--- src/rtl/bcd_disp_pkg.sv ---
// Shared constants and helpers for the 6-digit BCD display scanner.
// Segment codes are active-high, bit 0 = a ... bit 6 = g.
package bcd_disp_pkg;

  localparam int unsigned NUM_DIGITS = 6;

  localparam logic [6:0] SEG_0 = 7'h3F;
  localparam logic [6:0] SEG_1 = 7'h06;
  localparam logic [6:0] SEG_2 = 7'h5B;
  localparam logic [6:0] SEG_3 = 7'h4F;
  localparam logic [6:0] SEG_4 = 7'h66;
  localparam logic [6:0] SEG_5 = 7'h6D;
  localparam logic [6:0] SEG_6 = 7'h7D;
  localparam logic [6:0] SEG_7 = 7'h07;
  localparam logic [6:0] SEG_8 = 7'h7F;
  localparam logic [6:0] SEG_9 = 7'h6F;

  localparam logic [6:0] SEG_BLANK = 7'h00;
  localparam logic [6:0] SEG_DASH  = 7'h40;

  localparam logic [5:0] DIG_OFF = 6'b111111;

  function automatic logic nib_invalid(input logic [3:0] n);
    return (n > 4'd9);
  endfunction

endpackage

--- src/rtl/bcd7seg_decode.sv ---
// Combinational BCD nibble to active-high 7-segment code.
// Non-decimal nibbles (A-F) render as a dash.
module bcd7seg_decode
  import bcd_disp_pkg::*;
(
  input  logic [3:0] i_nib,
  output logic [6:0] o_seg
);

  always_comb begin
    o_seg = SEG_DASH;
    case (i_nib)
      4'd0: o_seg = SEG_0;
      4'd1: o_seg = SEG_1;
      4'd2: o_seg = SEG_2;
      4'd3: o_seg = SEG_3;
      4'd4: o_seg = SEG_4;
      4'd5: o_seg = SEG_5;
      4'd6: o_seg = SEG_6;
      4'd7: o_seg = SEG_7;
      4'd8: o_seg = SEG_8;
      4'd9: o_seg = SEG_9;
      default: o_seg = SEG_DASH;
    endcase
  end

endmodule

--- src/rtl/bcd6_display_scan.sv ---
// Snapshot + time-multiplexed scan of a 6-digit packed-BCD value.
// Define BCD6_LEADING_ZERO_BLANK_EN to blank leading zero digits.
module bcd6_display_scan
  import bcd_disp_pkg::*;
#(
  parameter int unsigned SCAN_DIV = 1000
) (
  input  logic        F_IN,
  input  logic        CLR,
  input  logic        ENA,
  input  logic        LOAD,
  input  logic [23:0] D,
  output logic [6:0]  SEG,
  output logic [5:0]  DIG,
  output logic        ERR
);

  localparam logic [15:0] TC = 16'(SCAN_DIV - 1);
  localparam logic [2:0]  LAST_IDX = 3'(NUM_DIGITS - 1);

  logic [15:0] r_presc;
  logic [2:0]  r_idx;
  logic [23:0] r_snap;
  logic [6:0]  r_seg;
  logic [5:0]  r_dig;
  logic        r_err;

  logic [3:0]  w_nib;
  logic [6:0]  w_seg_dec;
  logic [6:0]  w_seg;
  logic [5:0]  w_dig;
  logic        w_err;
  logic        w_tc;

  assign w_tc  = ENA && (r_presc == TC);
  assign w_nib = r_snap[{r_idx, 2'b00} +: 4];
  assign w_dig = ~(6'd1 << r_idx);

  bcd7seg_decode u_dec (
    .i_nib (w_nib),
    .o_seg (w_seg_dec)
  );

  always_comb begin
    w_err = 1'b0;
    for (int i = 0; i < NUM_DIGITS; i++)
      w_err = w_err | nib_invalid(r_snap[4*i +: 4]);
  end

`ifdef BCD6_LEADING_ZERO_BLANK_EN
  logic [5:0] w_nz;
  logic       w_blank;

  always_comb begin
    w_nz = '0;
    for (int i = 0; i < NUM_DIGITS; i++)
      w_nz[i] = |r_snap[4*i +: 4];
  end

  // Blank when this digit and everything above it is zero.
  assign w_blank = (r_idx != 3'd0) && ((w_nz >> r_idx) == 6'd0);
  assign w_seg   = w_blank ? SEG_BLANK : w_seg_dec;
`else
  assign w_seg = w_seg_dec;
`endif

  always_ff @(posedge F_IN) begin
    if (CLR) begin
      r_presc <= '0;
      r_idx   <= '0;
      r_snap  <= '0;
      r_seg   <= SEG_BLANK;
      r_dig   <= DIG_OFF;
      r_err   <= 1'b0;
    end else begin
      if (LOAD)
        r_snap <= D;
      if (ENA) begin
        if (w_tc) begin
          r_presc <= '0;
          r_idx   <= (r_idx == LAST_IDX) ? 3'd0 : r_idx + 3'd1;
        end else begin
          r_presc <= r_presc + 16'd1;
        end
      end
      r_seg <= w_seg;
      r_dig <= w_dig;
      r_err <= w_err;
    end
  end

  assign SEG = r_seg;
  assign DIG = r_dig;
  assign ERR = r_err;

endmodule

--- config.mk ---
export PLATFORM = sky130hd
export DESIGN_NAME = bcd6_display_scan
export DESIGN_NICKNAME = d
export VERILOG_FILES = /design/src/rtl/bcd_disp_pkg.sv /design/src/rtl/bcd7seg_decode.sv /design/src/rtl/bcd6_display_scan.sv
export SDC_FILE = /design/constraint.sdc
export NUM_CORES = 1
export LEC_CHECK = 0
export CAP_MARGIN = 30
export CORE_ASPECT_RATIO = 1.75
export CORE_MARGIN = 5
export CORE_UTILIZATION = 57
export CTS_CLUSTER_SIZE = 14
export DETAILED_ROUTE_END_ITERATION = 6
export PLACE_DENSITY = 0.87
export SETUP_SLACK_MARGIN = 0.02
export SYNTH_ARGS = -nofsm -noshare
export SYNTH_HDL_FRONTEND = slang
export SYNTH_HIERARCHICAL = 1
export SYNTH_SLANG_ARGS = --single-unit
--- constraint.sdc ---
create_clock -name F_IN -period 5.8 [get_ports F_IN]
set_input_delay 0.58 -clock F_IN [delete_from_list [all_inputs] [get_ports F_IN]]
set_output_delay 0.58 -clock F_IN [all_outputs]
set_load 0.005 [all_outputs]
Word-level counts from Yosys, hierarchy flattened
Memory sizes are Yosys's and may differ from the RTL's. A register that Yosys moved wholly into a read port is not among the register bits. Index checks and enable logic that the tools add are counted.

Register bits: 50. Logic and storage cells: 28. Memories: 1. Output and inout bits: 14. Input bits: 28. Memory bits (read-only): 112.

Shift-type cells: 2. Eq/ne operators: 2. Reductions and logical operators: 2. Multiplexer cells: 2. Order comparisons: 6. $add $sub $neg: 2. Bitwise gates (word level): 6.

Memories: (name not given) (words 16, width 7, rd ports 1, clocked after memory_dff 1, wr ports 0, line bcd7seg_decode.sv:12) `case (i_nib)`.

Operator list (number): 4-bit greater-than comparator (second input constant) (6); 24-bit by 6-bit indexed part select with 4-bit output (1); 16-bit by 1-bit adder with 16-bit output (second input constant) (1); 16-bit by 10-bit equality test with 1-bit output (second input constant) (1); 16-bit two-way mux (1); 6-bit NOT (1); 1-bit by 3-bit left shift with 6-bit output (first input constant) (1); 1-bit OR (5); 3-bit by 1-bit adder with 3-bit output (second input constant) (1); 3-bit equality test (second input constant) (1); 3-bit two-way mux (1); 2-bit AND reduction (1); 1-bit logical AND (1).

Depth between registers and ports, before layout
Gate-level depths: netlist of the first run.

Depth in word-level cells: 6. Depth in mapped cells: 11. Gate-level depth less buffers: 9.

By module
The synthesis of the first run kept the hierarchy.

By module, submodules not included: bcd6_display_scan (cells an instance 257, sequential area each 1141.1 µm², area each 2378.5 µm², times used 1); bcd7seg_decode (cells an instance 29, sequential area each 0.0 µm², area each 227.7 µm², times used 1).

Worst setup path after synthesis of the first run
Ideal clock, no wire load.

Kind: flip-flop to flip-flop. Start point: register r_idx[1]. End point: register r_seg[5], in the netlist SEG[5]. Required time: 5.673 ns. Path buffers: 2. Path slack: 3.380 ns. Library setup time: 0.127 ns. Data arrival time: 2.292 ns. Clock period less this slack: 2.420 ns. Cell stages (with the launch flop): 12. Path through: dfxtp_1 -> clkbuf_1 -> buf_1 -> mux2i_1 -> nor2_1 -> a21oi_1 -> o22ai_1 -> inv_1 -> ha_1 -> nor2b_1 -> o31a_1 -> nor2b_1.

Word-level cells in the longest chain between the ends: 1.

RTL lines: from (decl) (line bcd6_display_scan.sv:22) `logic [2:0] r_idx;`; from (signal assigned) (line bcd6_display_scan.sv:81) `r_idx <= (r_idx == LAST_IDX) ? 3'd0 : r_idx + 3'd1;`; 24-bit by 6-bit indexed part select with 4-bit output (line bcd6_display_scan.sv:36) `assign w_nib = r_snap[{r_idx, 2'b00} +: 4];`; net w_nib[1] (line bcd6_display_scan.sv:28) `logic [3:0] w_nib;`; to (decl) (line bcd6_display_scan.sv:24) `logic [6:0] r_seg;`.

The timed path passes the listed nets, and every way through them passes these cells. A chain may end at the register's enable or synchronous reset.

Final worst setup path of the first run
Start point: register r_idx[1]. End point: register r_seg[3], in the netlist SEG[3].

The elaborated chain is that of the path after synthesis.

==> flow_metrics.env, run 1 <==
export IMPL_synth_edf_count=0
export IMPL_route_vias_total=2122
export IMPL_maxCapViolations=0
export IMPL_p_per_area_nw_per_um2=264
export IMPL_synth_fp_nets=322
export IMPL_synth_adder_area_share_pct=3.84
export IMPL_start_util_pct=59.2
export IMPL_ys_flop_type="dfxtp_1"
export IMPL_path_buf_inv=1
export IMPL_insertion_delay_ns=0.34
export IMPL_end_kind="flop"
export IMPL_drc=0
export IMPL_ys_async_sr_fraction_pct=0
export IMPL_cts_tree="done"
export IMPL_synthXorXnorAreaFrac_pct=4.70
export IMPL_cts_resized=0
export IMPL_hpwl_mm=3.75
export IMPL_yosysTopAreaCellShare_pct=43.8
export IMPL_grt_max_degree=42
export IMPL_setup_violations=0
export IMPL_crit_top_cell="o22ai_1"
export IMPL_post_cts_setup_buffers=0
export IMPL_finalCriticalPeriod_ns=2.62
export IMPL_fmax_mhz=382
export IMPL_antenna_found_initial=0
export IMPL_cts_root_buf="clkbuf_8"
export IMPL_antenna_cells=0
export IMPL_synthesis_area_sq_um=2610
export IMPL_dieArea_sq_um=6080
export IMPL_ys_top_cells_by_area="dfxtp_1, mux2i_1, nor2_1"
export IMPL_cp_max_fo=18
export IMPL_ctsLongestPathBuffers=2
export IMPL_clkTransAtPathRegs_ns=0.06
export IMPL_synth_compound_area_share_pct=9.17
export IMPL_finalPower_uw=836
export IMPL_ios=42
export IMPL_cpLargestDelayFamily="compound AO/OA/AOI/OAI gates"
export IMPL_drive_gt1_share_pct=9.45
export IMPL_grt_pass1_vias=2043
export IMPL_cts_buffers=9
export IMPL_synth_top_family_by_area="simple AND/OR/NAND/NOR gates"
export IMPL_slew_limit_headroom_pct=49.0
export IMPL_critPathLaunchType="flop"
export IMPL_cts_sinks=57
export IMPL_final_setup_tns_ns=0
export IMPL_synth_cells=286
export IMPL_synth_common_cells="dfxtp_1, nor2_1, mux2i_1"
export IMPL_syn_area_per_cell_sq_um=9.11
export IMPL_hold_viol=0
export IMPL_min_path_type="flop to flop"
export IMPL_min_period_over_period_pct=45.2
export IMPL_synth_yosys_warnings=6
export IMPL_rsz0062_at_grt="false"
export IMPL_avgRoutedWirePerCell_um=13.7
export IMPL_skew_ns=0.00344
export IMPL_cpPeakStageDelay_ns=0.70
export IMPL_holdWs_ns=0.485
export IMPL_drtPass1Iterations=4
export IMPL_wl_mm=5.20
export IMPL_synth_seq_area_share_pct=43.8
export IMPL_peakVddDrop_uv=224
export IMPL_ctsHoldBuffers=0
export IMPL_fin_util_pct=71.9
export IMPL_htree_levels=3
export IMPL_antenna_left=0
export IMPL_syn_to_final_growth_pct=21.5
export IMPL_vias_per_cell=5.60
export IMPL_synth_top_cell_by_area="dfxtp_1"
export IMPL_arrival_ns=2.89
export IMPL_status="complete, no violations"
export IMPL_drv_slew=0
export IMPL_worstSetupPathType="flop to flop"
export IMPL_synth_seq_cells=57
export IMPL_fp_coreArea_sq_um=4400
export IMPL_tightestPinTransition_ns=0.764
export IMPL_drt_iter0_drc=73
export IMPL_finalWeightedCongestion=0.798
export IMPL_layout_nets=359
export IMPL_rows=32
export IMPL_grt_use_total_pct=18.8
export IMPL_synthMuxAreaShare_pct=11.6
export IMPL_die_w_um=61.1
export IMPL_synth_most_common_cell="dfxtp_1"
export IMPL_slowest_stage="dfxtp_1"
export IMPL_grt_pass1_wl_mm=8.67
export IMPL_ys_types=37
export IMPL_leakage_uw=0.00122
export IMPL_synth_simple_gate_area_share_pct=21.6
export IMPL_crit_chain="nand2_1, o21ai_0, a32oi_1, o22ai_1, inv_1, ha_1, mux2_2, o22ai_1, nor2b_1"
export IMPL_required_ns=6.07
export IMPL_portBuffers=41
export IMPL_grt_overflow_total=0
export IMPL_die_height_um=99.5
-- routing by layer --
metal  track usage [%]  up-vias  wire length (um)
met5                 0        -                 0
met4              10.2        0               167
met3              5.71       17               271
met2              31.6       55              2770
met1              20.1      995              1990
li1                  -     1055                 -
-- stage by stage --
stage	worst slack (ns)	instances	area, sq um
final	3.18	379	3170
after detailed placement	3.23	363	2990
after CTS	3.19	379	3170
after global placement	3.31	363	2990
after global routing	2.96	379	3170
after floorplan	3.38	286	2610
-- flip-flops by register name, summed over array words and instances (netlist names) --
name and cells:
r_presc 16, ERR 1, r_idx 3, r_snap 24
DIG 6, SEG 7
-- power breakdown --
part	total, uW	internal (uW)	switching (uW)
Combinational	92.4	54.0	38.4
Sequential	419	409	10.4
Clock	324	176	148
Total	836	639	197
-- worst reg2reg max path, cell delays in order, from the launching register on --
cell and delay [ns]:
dfxtp_1 0.70, nand2_1 0.10, o21ai_0 0.13, a32oi_1 0.14, o22ai_1 0.51, inv_1 0.18
ha_1 0.23, mux2_2 0.27, o22ai_1 0.16, nor2b_1 0.15
-- final cells by class --
cell class	instances	area (sq um)
fill	337	1240
sequential	57	1140
timing repair buffer	43	425
clock buffer	13	159
clock inverter	3	15.0
multi-input combinational	202	1330
tap	51	63.8
inverter	10	37.5
-- path summary, 6_finish.rpt --
check / from / end / slack [ns] / cells after the start
setup / recovery: r_idx[1] / SEG[3] / 3.18 / 9
hold / removal: r_idx[0] / DIG[1] / 0.48 / 1
setup reg to reg: r_idx[1] / SEG[3] / 3.18 / 9
hold reg to reg: r_idx[0] / DIG[1] / 0.48 / 1
-- logic make-up (layout without fill, tap and decap cells) --
kind of cell,count (synthesis),count (layout)
xor gates and xnor gates,14,14
buffers and inverters,27,69
and+or+nand+nor,111,111
DFF,57,57
AOI/OAI and AO/OA,39,39
adders and majority gates,8,8
muxes,30,30
-- layout by cell type, fill, tap and decap left out, types with 3 or more instances in the layout --
cell type	n
nand2_1	15
xor2_1	5
ha_1	8
nor2b_1	9
dfxtp_1	57
o21ai_0	12
nor4_1	5
nand3_1	5
clkbuf_8	11
o22ai_1	7
nor2_2	10
nor2_1	43
a32oi_1	4
nand4_1	7
mux2i_1	29
xnor2_1	9
a21oi_1	8
or4_1	4
clkinv_2	3
nand2b_1	4
clkdlybuf4s50_1	41
inv_1	10
(Power assumes the default switching activity.)
==> run 2: changes to the inputs <==
--- a/config.mk
+++ b/config.mk
@@ -8,10 +8,10 @@
 export CAP_MARGIN = 30
 export CORE_ASPECT_RATIO = 1.75
 export CORE_MARGIN = 5
-export CORE_UTILIZATION = 57
+export CORE_UTILIZATION = 48
 export CTS_CLUSTER_SIZE = 14
 export DETAILED_ROUTE_END_ITERATION = 6
-export PLACE_DENSITY = 0.87
+export PLACE_DENSITY = 0.79
 export SETUP_SLACK_MARGIN = 0.02
 export SYNTH_ARGS = -nofsm -noshare
 export SYNTH_HDL_FRONTEND = slang
==> constraint.sdc (replaced) <==
create_clock -name F_IN -period 2.2 [get_ports F_IN]
set_input_delay 0.22 -clock F_IN [delete_from_list [all_inputs] [get_ports F_IN]]
set_output_delay 0.22 -clock F_IN [all_outputs]
set_load 0.005 [all_outputs]
==> run 2 against run 1 <==
Against the previous run: cell area up 4.5%; sequential power rose to 2.6 times the previous value; sequential share of layout area fell by 1.4 points; flip-flop and latch count is the same; fmax rose by 29%; highest routed layer unchanged.
==> flow_metrics.env, run 2 (same netlist as run 1, synthesis figures left out) <==
export IMPL_status="complete, no violations"
export IMPL_cts_root_buf="clkbuf_8"
export IMPL_hpwl_mm=3.83
export IMPL_final_common_cell="dfxtp_1"
export IMPL_rsz0062_at_grt="false"
export IMPL_required_ns=2.48
export IMPL_portBuffers=41
export IMPL_crit_chain="inv_1, nor2_1, a21oi_1, o22ai_1, buf_4, ha_1, mux2_2, o22ai_1, nor2b_1"
export IMPL_fmax_mhz=493
export IMPL_drt_iter0_drc=44
export IMPL_largest_reg_flops=24
export IMPL_cts_tree="done"
export IMPL_ios=42
export IMPL_finalWeightedCongestion=0.872
export IMPL_arrival_ns=2.30
export IMPL_min_path_type="flop to flop"
export IMPL_drc=0
export IMPL_path_buf_inv=2
export IMPL_vias_per_cell=5.36
export IMPL_skew_ns=0.00721
export IMPL_route_vias_total=2089
export IMPL_finalCriticalPeriod_ns=2.03
export IMPL_timing_final_ws_setup_ns=0.173
export IMPL_setup_violations=0
export IMPL_grt_overflow_total=0
export IMPL_finalPower_uw=2460
export IMPL_antenna_cells=0
export IMPL_antenna_found_initial=0
export IMPL_ctsHoldBuffers=0
export IMPL_hold_viol=0
export IMPL_critPathLaunchType="flop"
export IMPL_cpPeakStageDelay_ns=0.35
export IMPL_min_from="r_idx[0]"
export IMPL_preCtsSetupSlack_ns=0.115
export IMPL_drtPass1Iterations=4
export IMPL_worstSetupPathType="flop to flop"
export IMPL_grt_use_total_pct=16.2
export IMPL_cp_max_fo=16
export IMPL_reg2reg_depth=9
export IMPL_timing_rr_end="SEG[0]"
export IMPL_fp_coreArea_sq_um=5260
export IMPL_place_area_sq_um=3070
export IMPL_cts_buffers=9
export IMPL_drv_slew=0
export IMPL_min_period_over_period_pct=92.1
export IMPL_crit_top_cell="o22ai_1"
export IMPL_holdWs_ns=0.479
export IMPL_layout_nets=366
export IMPL_dieArea_sq_um=7060
export IMPL_slew_limit_headroom_pct=70.2
export IMPL_final_cell_area_sq_um=3310
export IMPL_end_kind="flop"
export IMPL_seq_area_sq_um=1140
export IMPL_clkTransAtPathRegs_ns=0.06
export IMPL_drive_gt1_share_pct=12.8
export IMPL_rows=35
export IMPL_regMostFlops="r_snap"
export IMPL_maxCapViolations=0
export IMPL_cpLargestDelayFamily="buffers and inverters"
export IMPL_nFillCells=444
export IMPL_multi_input_area_sq_um=1340
export IMPL_holdPathEnd="DIG[1]"
export IMPL_slowest_stage="inv_1"
export IMPL_avgRoutedWirePerCell_um=13.0
export IMPL_syn_to_final_growth_pct=26.9
export IMPL_p_per_area_nw_per_um2=743
export IMPL_mostFrequentLayoutCells="dfxtp_1, nor2_1, clkdlybuf4s50_1, mux2i_1, nand2_1"
export IMPL_insertion_delay_ns=0.34
export IMPL_die_height_um=107
export IMPL_ctsLongestPathBuffers=2
export IMPL_final_setup_tns_ns=0
export IMPL_r2r_start="r_idx[0]"
export IMPL_grt_max_degree=42
export IMPL_start_util_pct=49.6
export IMPL_tightestPinTransition_ns=0.447
export IMPL_wl_mm=5.09
export IMPL_die_w_um=65.7
export IMPL_antenna_left=0
export IMPL_grt_pass1_vias=2075
export IMPL_r2r_setup_slack_ns=0.17
export IMPL_htree_levels=3
export IMPL_peakVddDrop_uv=483
export IMPL_cts_sinks=57
export IMPL_grt_pass1_wl_mm=8.87
export IMPL_whs_path_depth=1
export IMPL_leakage_uw=0.00129
[run 2: cell types whose count changed in the layout (fill, tap and decap cells not counted), sizes merged]
cell      previous run  this run
buf                  2         9
bufinv               0         2
clkbuf              13        11
clkinv               3         2
clkinvlp             0         1
[run 2: timing repair]
| item | CTS | global route |
|---|---|---|
| buffers inserted | 0 | 0 |
| endpoints found under the setup margin | 0 | 6 |
| resized for setup | 0 | 4 |
[run 2: per-layer routing]
layer	track usage (%)	routed length (um)	up-vias	part of all wire [%]
li1	-	-	1067	-
met1	17.4	2040	946	40
met2	27.7	2610	61	51
met3	4.60	261	15	5.1
met4	9.50	173	0	3.4
met5	0	0	-	0
[run 2: worst max-delay path by stage]
stage,start,endpoint,slack (ns),depth (start not counted)
floorplan,r_idx[2],SEG[5],0.05,10
global placement,ENA,r_presc[12],0.14,5
detailed placement,ENA,r_presc[12],0.12,5
CTS,r_idx[2],SEG[5],0.12,7
global route,r_idx[1],SEG[5],0.03,10
finish,r_idx[0],SEG[0],0.17,9
[run 2: final cells by class]
class,count,share of cell area (%)
Clock buffer,11,4.58
Clock inverter,5,2.34
Inverter,10,1.13
Multi-Input combinational cell,202,40.4
Sequential cell,57,34.6
Tap cell,55,2.08
Timing Repair Buffer,50,14.8
[run 2: through the flow]
| step | std cells | utilization, % |
|---|---|---|
| floorplan | 286 | - |
| global placement | 374 | 58.4 |
| detailed placement | 374 | 58.4 |
| CTS | 390 | 62.8 |
| global route | 390 | 63.0 |
| finish | 390 | 63.0 |
[run 2: report_power, final]
group          internal (uW)  total (uW)  switching [uW]  leakage [uW]
registers               1080        1100            26.6      0.000468
logic                    153         256             103      0.000704
clock network            694        1100             405      0.000115
total                   1920        2460             535       0.00129
==> run 3: changes to the inputs <==
--- a/config.mk
+++ b/config.mk
@@ -7,7 +7,6 @@
 export LEC_CHECK = 0
 export CAP_MARGIN = 30
 export CORE_ASPECT_RATIO = 1.75
-export CORE_MARGIN = 5
 export CORE_UTILIZATION = 48
 export CTS_CLUSTER_SIZE = 14
 export DETAILED_ROUTE_END_ITERATION = 6
==> run 3 against run 2 <==
Against the previous run: the run now ends with DRC left; non-clock buffer count increased by 5; sequential power about the same; routed wire length increased by 2.4%; clock skew decreased by 0.0013 ns; cell count increased by 0.51%; via count increased by 1.7%; critical path type unchanged; critical endpoint is now SEG[1].
==> flow_metrics.env, run 3 (same netlist as run 1, synthesis figures left out) <==
export IMPL_drt_iter0_drc=53
export IMPL_start_util_pct=49.6
export IMPL_p_per_area_nw_per_um2=657
export IMPL_seq_area_sq_um=1140
export IMPL_grt_use_total_pct=20.2
export IMPL_cpLargestDelayFamily="compound AO/OA/AOI/OAI gates"
export IMPL_violations="DRC"
export IMPL_cts_root_buf="clkbuf_8"
export IMPL_grt_max_degree=25
export IMPL_largest_reg_flops=24
export IMPL_internal_power_uw=1650
export IMPL_final_cell_area_sq_um=3260
export IMPL_rows=35
export IMPL_critPathLaunchType="flop"
export IMPL_arrival_ns=2.33
export IMPL_min_period_over_period_pct=93.8
export IMPL_path_buf_inv=2
export IMPL_grt_pass1_wl_mm=8.94
export IMPL_leakage_uw=0.00127
export IMPL_drive_gt1_share_pct=12.5
export IMPL_ctsLongestPathBuffers=2
export IMPL_mostFrequentLayoutCells="dfxtp_1, nor2_1, clkdlybuf4s50_1, mux2i_1, nand2_1"
export IMPL_pwr_share_seq_pct=51.6
export IMPL_multi_input_area_sq_um=1330
export IMPL_min_path_type="flop to flop"
export IMPL_crit_chain="nor2_1, o21ai_1, a32oi_1, o22ai_1, inv_1, buf_4, ha_1, o21ai_0, nor2b_1"
export IMPL_wl_mm=5.21
export IMPL_finalWeightedCongestion=0.831
export IMPL_insertion_delay_ns=0.33
export IMPL_pwr_share_comb_pct=12.0
export IMPL_avgRoutedWirePerCell_um=13.3
export IMPL_cts_buffers=9
export IMPL_die_height_um=99.5
export IMPL_ios=42
export IMPL_route_vias_total=2124
export IMPL_clock_power_share_pct=36.3
export IMPL_syn_to_final_growth_pct=25.1
export IMPL_fp_coreArea_sq_um=5260
export IMPL_drc=1
export IMPL_portBuffers=41
export IMPL_fmax_mhz=485
export IMPL_finalCriticalPeriod_ns=2.06
export IMPL_end_kind="flop"
export IMPL_slew_limit_headroom_pct=63.9
export IMPL_met2_length_mm=2.77
export IMPL_dieArea_sq_um=5740
export IMPL_p_sw_share_pct=23.0
export IMPL_ctsHoldBuffers=0
export IMPL_layout_nets=371
export IMPL_m1WireLength_mm=2.11
export IMPL_met3_length_um=179
export IMPL_grt_overflow_total=0
export IMPL_place_area_sq_um=3080
export IMPL_final_common_cell="dfxtp_1"
export IMPL_cts_sinks=57
export IMPL_status="finished with violations"
export IMPL_slowest_stage="dfxtp_1"
export IMPL_antenna_cells=0
export IMPL_cts_tree="done"
export IMPL_die_w_um=57.7
export IMPL_nFillCells=469
export IMPL_antenna_found_initial=0
export IMPL_drv_slew=0
export IMPL_grt_pass1_vias=2008
export IMPL_holdWs_ns=0.483
export IMPL_clkTransAtPathRegs_ns=0.06
export IMPL_hpwl_mm=3.77
export IMPL_worstSetupPathType="flop to flop"
export IMPL_maxCapViolations=0
export IMPL_drtPass1Iterations=6
export IMPL_htree_levels=3
export IMPL_final_setup_tns_ns=0
export IMPL_skew_ns=0.00588
export IMPL_peakVddDrop_uv=418
export IMPL_regMostFlops="r_snap"
export IMPL_highest_layer="met4"
export IMPL_antenna_left=0
export IMPL_required_ns=2.47
export IMPL_fin_util_pct=62.0
export IMPL_tightestPinTransition_ns=0.540
export IMPL_vias_per_cell=5.42
export IMPL_rsz0062_at_grt="true"
export IMPL_hold_viol=0
export IMPL_p_switching_uw=492
export IMPL_cp_max_fo=7
export IMPL_cpPeakStageDelay_ns=0.43
export IMPL_setup_violations=0
==> run 3: cell types whose count changed in the layout (fill, tap and decap cells not counted), sizes merged <==
cell,change
buf,+5
bufinv,-2
clkinv,-1
inv,-1
clkbuf,+1
==> run 3: worst reg2reg max path, stage by stage, from the launching register on <==
cell and delay, ns:
dfxtp_1 0.43, nor2_1 0.08, o21ai_1 0.26, a32oi_1 0.14, o22ai_1 0.20, inv_1 0.08, buf_4 0.15, ha_1 0.30
o21ai_0 0.21, nor2b_1 0.15
==> run 3: metal layers <==
metal / vias to the layer above / track usage [%]
met5: - / 0
met2: 50 / 34.3
li1: 1071 / -
met1: 990 / 22.5
met3: 13 / 4.94
met4: 0 / 11.5
==> run 3: area by class of cell <==
class	instances	share of cell area [%]
clock buffers	12	4.45
clock inverters	1	0.153
multi-input cells	202	40.8
repair buffers	55	16.2
well taps	55	2.11
inverters	10	1.27
flip-flops and latches	57	35.0
==> run 3: what timing repair did <==
item | CTS | global route
buffers inserted | 0 | 3
gates resized for setup | 0 | 3
setup endpoints to repair | 0 | 4
endpoints found under the hold margin | 0 | 0
==> run 3: power by group through the flow <==
stage	Sequential (uW)	Combinational [uW]	Clock, uW
after floorplan	1120	149	0
after global placement	1130	252	0
after detailed placement	1130	258	0
after CTS	1100	259	799
after global routing	1110	284	845
final	1110	258	778
==> run 3: through the flow <==
step | worst slack, ns | cells | total power, uW
2_1_floorplan | 0.0523 | 286 | 1270
3_5_place_dp | 0.0650 | 376 | 1390
5_1_grt | 0.0183 | 392 | 2240
6_report | 0.137 | 392 | 2140
3_3_place_gp | 0.136 | 376 | 1380
4_1_cts | 0.0539 | 389 | 2160
==> run 3: worst paths after layout <==
kind | from | slack [ns] | cells after the start | endpoint
worst max-delay path | r_idx[2] | 0.14 | 9 | SEG[1]
worst min-delay path | r_presc[15] | 0.48 | 2 | r_presc[15]
worst max register to register | r_idx[2] | 0.14 | 9 | SEG[1]
worst min register to register | r_presc[15] | 0.48 | 2 | r_presc[15]
